### src/rtl/seq_detect_pkg.sv
// Shared definitions for the round-robin serial pattern detector:
// FSM encoding and the default pattern.
package seq_detect_pkg;

    localparam logic [1:0] IDLE   = 2'd0;
    localparam logic [1:0] SHIFT  = 2'd1;
    localparam logic [1:0] REPORT = 2'd2;

    typedef enum logic [1:0] {
        ST_IDLE   = IDLE,
        ST_SHIFT  = SHIFT,
        ST_REPORT = REPORT
    } state_e;

    localparam int                     DEF_PAT_LEN = 4;
    localparam logic [DEF_PAT_LEN-1:0] DEF_PATTERN = 4'b1011;

endpackage

### src/rtl/pattern_mealy.sv
// Mealy overlapping-pattern detector. State is the length of the longest
// pattern prefix that ends at the most recent bit.
module pattern_mealy
    import seq_detect_pkg::*;
#(
    parameter int                 PAT_LEN = DEF_PAT_LEN,
    parameter logic [PAT_LEN-1:0] PATTERN = DEF_PATTERN
) (
    input  logic clk,
    input  logic clr,
    input  logic x,
    output logic y
);

    localparam int SW = $clog2(PAT_LEN + 1);
    localparam int NS = 1 << SW;

    logic [SW-1:0] state_q;
    logic [SW-1:0] state_d;
    logic [SW-1:0] nxt0 [NS];
    logic [SW-1:0] nxt1 [NS];

    // Longest prefix that is a suffix of (prefix(s) followed by xb).
    function automatic int step(input int s, input logic xb);
        logic [PAT_LEN:0] h;
        int               best;
        logic             ok;
        h    = '0;
        h[0] = xb;
        for (int j = 1; j <= PAT_LEN; j++) begin
            if (j <= s) h[j] = PATTERN[PAT_LEN - 1 - s + j];
        end
        best = 0;
        for (int k = 1; k <= PAT_LEN; k++) begin
            if (k <= s + 1) begin
                ok = 1'b1;
                for (int j = 0; j < PAT_LEN; j++) begin
                    if (j < k && h[j] != PATTERN[PAT_LEN - k + j]) ok = 1'b0;
                end
                if (ok) best = k;
            end
        end
        return best;
    endfunction

    genvar gi;
    generate
        for (gi = 0; gi < NS; gi++) begin : g_tab
            if (gi <= PAT_LEN) begin : g_live
                assign nxt0[gi] = SW'(step(gi, 1'b0));
                assign nxt1[gi] = SW'(step(gi, 1'b1));
            end else begin : g_dead
                assign nxt0[gi] = '0;
                assign nxt1[gi] = '0;
            end
        end
    endgenerate

    always_comb begin
        state_d = x ? nxt1[state_q] : nxt0[state_q];
        y       = (state_d == SW'(PAT_LEN));
    end

    always_ff @(posedge clk) begin
        if (clr) state_q <= '0;
        else     state_q <= state_d;
    end

endmodule

### src/rtl/seq_detect_arbiter.sv
// Round-robin arbiter that serializes one granted channel word at a time
// through a shared Mealy detector and reports the per-frame match count.
module seq_detect_arbiter
    import seq_detect_pkg::*;
#(
    parameter int                 NCH     = 4,
    parameter int                 WIDTH   = 8,
    parameter int                 PAT_LEN = DEF_PAT_LEN,
    parameter logic [PAT_LEN-1:0] PATTERN = DEF_PATTERN
) (
    input  logic                       clk,
    input  logic                       clr,
    input  logic [NCH-1:0]             req,
    input  logic [NCH*WIDTH-1:0]       data,
    output logic [NCH-1:0]             gnt,
    output logic                       busy,
    output logic                       done,
    output logic [$clog2(NCH)-1:0]     done_ch,
    output logic                       hit,
    output logic [$clog2(WIDTH+1)-1:0] hit_count
);

    localparam int CW = $clog2(NCH);
    localparam int HW = $clog2(WIDTH + 1);
    localparam int BW = $clog2(WIDTH);

    state_e           state_q, state_d;
    logic [CW-1:0]    last_gnt_q, last_gnt_d;
    logic [CW-1:0]    ch_q, ch_d;
    logic [WIDTH-1:0] sreg_q, sreg_d;
    logic [BW-1:0]    cnt_q, cnt_d;
    logic [HW-1:0]    acc_q, acc_d;
    logic [NCH-1:0]   gnt_q, gnt_d;
    logic             done_q, done_d;
    logic [CW-1:0]    done_ch_q, done_ch_d;
    logic             hit_q, hit_d;
    logic [HW-1:0]    hit_count_q, hit_count_d;

    logic [WIDTH-1:0] word [NCH];
    logic             pick_vld;
    logic [CW-1:0]    pick_idx;
    logic [CW:0]      rr_idx;
    logic             det_start;
    logic             det_clr;
    logic             det_x;
    logic             det_y;

    genvar gi;
    generate
        for (gi = 0; gi < NCH; gi++) begin : g_word
            assign word[gi] = data[gi*WIDTH +: WIDTH];
        end
    endgenerate

    // Walk offsets from farthest to nearest so the nearest requester wins.
    always_comb begin
        pick_vld = 1'b0;
        pick_idx = '0;
        rr_idx   = '0;
        for (int off = NCH; off >= 1; off--) begin
            rr_idx = {1'b0, last_gnt_q} + (CW+1)'(off);
            if (rr_idx >= (CW+1)'(NCH)) rr_idx = rr_idx - (CW+1)'(NCH);
            if (req[rr_idx[CW-1:0]]) begin
                pick_vld = 1'b1;
                pick_idx = rr_idx[CW-1:0];
            end
        end
    end

    always_comb begin
        state_d     = state_q;
        last_gnt_d  = last_gnt_q;
        ch_d        = ch_q;
        sreg_d      = sreg_q;
        cnt_d       = cnt_q;
        acc_d       = acc_q;
        gnt_d       = '0;
        done_d      = 1'b0;
        done_ch_d   = done_ch_q;
        hit_d       = hit_q;
        hit_count_d = hit_count_q;
        det_start   = 1'b0;
        det_x       = 1'b0;
        case (state_q)
            ST_IDLE: begin
                if (pick_vld) begin
                    gnt_d     = NCH'(1) << pick_idx;
                    sreg_d    = word[pick_idx];
                    ch_d      = pick_idx;
                    cnt_d     = '0;
                    acc_d     = '0;
                    det_start = 1'b1;
                    state_d   = ST_SHIFT;
                end
            end
            ST_SHIFT: begin
                det_x  = sreg_q[WIDTH-1];
                if (det_y) acc_d = acc_q + HW'(1);
                sreg_d = sreg_q << 1;
                cnt_d  = cnt_q + BW'(1);
                if (cnt_q == BW'(WIDTH - 1)) state_d = ST_REPORT;
            end
            ST_REPORT: begin
                done_d      = 1'b1;
                done_ch_d   = ch_q;
                hit_count_d = acc_q;
                hit_d       = (acc_q != '0);
                last_gnt_d  = ch_q;
                state_d     = ST_IDLE;
            end
            default: state_d = ST_IDLE;
        endcase
    end

    always_ff @(posedge clk) begin
        if (clr) begin
            state_q     <= ST_IDLE;
            last_gnt_q  <= CW'(NCH - 1);
            ch_q        <= '0;
            sreg_q      <= '0;
            cnt_q       <= '0;
            acc_q       <= '0;
            gnt_q       <= '0;
            done_q      <= 1'b0;
            done_ch_q   <= '0;
            hit_q       <= 1'b0;
            hit_count_q <= '0;
        end else begin
            state_q     <= state_d;
            last_gnt_q  <= last_gnt_d;
            ch_q        <= ch_d;
            sreg_q      <= sreg_d;
            cnt_q       <= cnt_d;
            acc_q       <= acc_d;
            gnt_q       <= gnt_d;
            done_q      <= done_d;
            done_ch_q   <= done_ch_d;
            hit_q       <= hit_d;
            hit_count_q <= hit_count_d;
        end
    end

    // Clearing on every grant keeps matches from spanning frames.
    assign det_clr = clr | det_start;

    pattern_mealy #(
        .PAT_LEN (PAT_LEN),
        .PATTERN (PATTERN)
    ) u_det (
        .clk (clk),
        .clr (det_clr),
        .x   (det_x),
        .y   (det_y)
    );

    assign gnt       = gnt_q;
    assign busy      = (state_q != ST_IDLE) | done_q;
    assign done      = done_q;
    assign done_ch   = done_ch_q;
    assign hit       = hit_q;
    assign hit_count = hit_count_q;

endmodule
### config.mk
export PLATFORM = sky130hd
export DESIGN_NAME = seq_detect_arbiter
export DESIGN_NICKNAME = d
export VERILOG_FILES = /design/src/rtl/seq_detect_pkg.sv /design/src/rtl/pattern_mealy.sv /design/src/rtl/seq_detect_arbiter.sv
export SDC_FILE = /design/constraint.sdc
export NUM_CORES = 1
export LEC_CHECK = 0
export BUFFER_PORTS_ARGS = -buffer_cell sky130_fd_sc_hd__buf_2
export CORE_ASPECT_RATIO = 0.8
export CORE_MARGIN = 5
export CORE_UTILIZATION = 57
export CTS_BUF_LIST = sky130_fd_sc_hd__clkbuf_8
export CTS_CLUSTER_DIAMETER = 50
export DETAILED_ROUTE_END_ITERATION = 8
export HOLD_SLACK_MARGIN = 0.02
export PLACE_DENSITY = 0.87
export SKIP_LAST_GASP = 1
export SLEW_MARGIN = 30
export SYNTH_ARGS = -nofsm -noshare
export SYNTH_HDL_FRONTEND = slang
export SYNTH_HIERARCHICAL = 1
export SYNTH_SLANG_ARGS = --single-unit
### constraint.sdc
create_clock -name clk -period 3.4 [get_ports clk]
set_input_delay 0.85 -clock clk [delete_from_list [all_inputs] [get_ports clk]]
set_output_delay 0.85 -clock clk [all_outputs]
set_load 0.01 [all_outputs]
==> flow_summary.toml <==
[status]
outcome = "completed"

[setup_path]
end_kind = "register"
slowest_stage = "nor4_1"
cp.required_ns = 3.56
crit_path_start = "req[1]"
startpoint_type = "primary input"
path_max_fanout = 12
reg2reg_slack_ns = 1.38
r2r_cells = 8
rr_startpoint = "state_q[0]"
r2r-end = "acc_q[2]"
crit_type = "primary input to register"
critical_path_arrival_ns = 2.32
cpPeakStageDelay_ns = 0.52
path_cells = "buf_2, nor4_1, nor3_2, nand2b_1, o32a_1, o31ai_1"

[clock_tree]
clk_pin_slew_ns = 0.07
cts_resized = 0
h-tree-depth = 2
cts_buffers = 5
insertion_delay_ns = 0.28
cts_num_sinks = 36
cts_tree = "done"
ctsHoldBuffers = 0
cts_setup_buffers = 0
clockBufferDepth = 2
cts_root_buffer = "clkbuf_8"

[floorplanning]
initial_core_util = 0.580
die_y_um = 59.7
die_w_um = 72.2
rows = 18
die_area_um2 = 4310
io_pins = 51
core-area_um2 = 3040

[routing]
via_count = 1585
via_per_inst = 5.58
wl_um = 3870
wl_per_cell_um = 13.6
drtIter0Drc = 72
drc = 0
firstDrtPassIters = 4
ant_nets = 0

[synth]
syn_area_per_cell_um2 = 9.13
ys_seq_area_frac = 0.409
ys_ff_latch = 36
ys_async_sr_fraction = 0
synth_edf_count = 0
mappedNetlistArea_um2 = 1760
ys_warn_count = 6
ys_types = 43
syn_inst = 193
synth_nets = 235
synth_flop_cell = "dfxtp_1"

[final_layout]
finalNetCount = 285
diodes = 0
area_delta_synth_final_pct = 20.2
drive_above_1_share = 0.287

[global_route]
grtUsageTotal = 0.193
grt_antenna_before_repair = 0
grt_overflow = 0
grt_pass1_wl_um = 6530
grt_max_degree = 30
grt_pass1_vias = 1514

[place]
dp_hpwl_um = 2850
post-place-ws_ns = 0.989
placement.io_buffers = 50
gp_congestion = 0.782

[hold_path]
hold_depth = 2
worstHoldStart = "hit_count[0]"
whs_endpoint = "hit_count[0]"
hp-class = "register to register"

[sta]
rsz0062_at_grt = "false"
setup_violations = 0
slew_headroom = 0.572
worstMarginPinSlew_ns = 0.639
period_minus_slack_ns = 2.16
hold_violations = 0
hold_ws_ns = 0.454
skew_ns = 0.00658
min_period_over_period = 0.635
finalWorstSetupSlack_ns = 1.24
tns_ns = 0
maxSlewViolCount = 0
fmax_mhz = 463

[run]
max-cap-violations = 0

[pwr]
leakage_uw = 0.000951
p_per_area_nw_per_um2 = 409
vdd_drop_max_v = 0.000230
[cell usage after synthesis (2+ instances only)]
cell | n | area share
mux2i_1 | 17 | 0.097
nor3_2 | 2 | 0.011
ha_1 | 4 | 0.028
or2_2 | 2 | 0.0071
clkbuf_1 | 6 | 0.013
xnor2_1 | 2 | 0.0099
o21ai_0 | 2 | 0.0057
nand2b_1 | 3 | 0.011
nand2_1 | 21 | 0.045
nor3_1 | 3 | 0.0085
o31ai_1 | 6 | 0.026
a21oi_1 | 14 | 0.040
nor2b_1 | 4 | 0.014
nor2_1 | 19 | 0.040
dfxtp_1 | 36 | 0.41
inv_1 | 4 | 0.0085
a22oi_1 | 8 | 0.034
buf_2 | 3 | 0.0085
nand3_1 | 5 | 0.014
nor3b_1 | 3 | 0.013
o32a_1 | 6 | 0.034
a211oi_1 | 2 | 0.0085
[metrics by stage]
stage | cell area, um2 | utilization | cells | power (uW)
after floorplan | 1760 | - | 193 | 532
after global placement | 2030 | 0.667 | 276 | 569
after detailed placement | 2030 | 0.667 | 276 | 571
after CTS | 2120 | 0.697 | 284 | 873
after global routing | 2120 | 0.697 | 284 | 905
final | 2120 | 0.697 | 284 | 867
[cells in the final DEF, fill, tap and decap left out, types with 4 or more instances in the layout]
cell      synthesis  final
o32a_1            6      6
clkbuf_8          0      6
a21oi_1          14     14
dfxtp_1          36     36
nor2b_1           4      4
a22oi_1           8      8
mux2i_1          17     17
nor2_1           19     19
buf_2             3     50
nand3_1           5      5
inv_1             4      6
o31ai_1           6      6
ha_1              4      4
nand2_1          21     21
[worst max path at each step]
stage | to | slack [ns] | cells past startpoint
2_1_floorplan | sreg_q[0] | 1.28 | 6
3_5_place_dp | sreg_q[6] | 0.99 | 5
3_3_place_gp | sreg_q[6] | 1.01 | 5
6_report | sreg_q[3] | 1.24 | 6
5_1_grt | sreg_q[0] | 1.14 | 6
4_1_cts | sreg_q[3] | 1.25 | 6
[flip-flops by register name (all words and copies together) (netlist names)]
register / flops
acc_q: 4
ch_q: 2
cnt_q: 3
done: 1
done_ch: 2
gnt: 4
hit: 1
hit_count: 4
last_gnt_q: 2
sreg_q: 8
state_q: 2
u_det/state_q: 3
[final cells by class]
class,instances,area [um2]
clock inverters,2,7.51
fillers,263,922
flip-flops and latches,36,721
repair buffers,53,273
inverters,5,18.8
clock buffers,6,82.6
multi-input cells,142,966
well taps,40,50.0
[power by group]
group / leakage, uW / switching (uW) / internal (uW)
Combinational: 0.000604 / 59.5 / 54.3
Clock: 0.0000538 / 144 / 159
Sequential: 0.000293 / 11.5 / 438
Total: 0.000951 / 215 / 652
[cell families after synthesis]
family	share of synthesized area
AOI/OAI and AO/OA	0.183
buffers and inverters	0.0433
DFF	0.409
xor gates and xnor gates	0.00994
muxes	0.0965
adders and majority gates	0.0341
and+or+nand+nor	0.224
[metal layers]
layer	part of all wire	GRT usage	up-vias
li1	-	-	795
met1	0.45	0.234	730
met2	0.48	0.335	55
met3	0.069	0.0622	5
met4	0.0075	0.0402	0
met5	0	0	-
[worst max-delay path, delay by kind of cell]
kind / cells / cell delay, ns
compound gates: 2 / 0.30
buf+inv: 1 / 0.13
simple gates: 3 / 1.04
(Power assumes the default switching activity.)
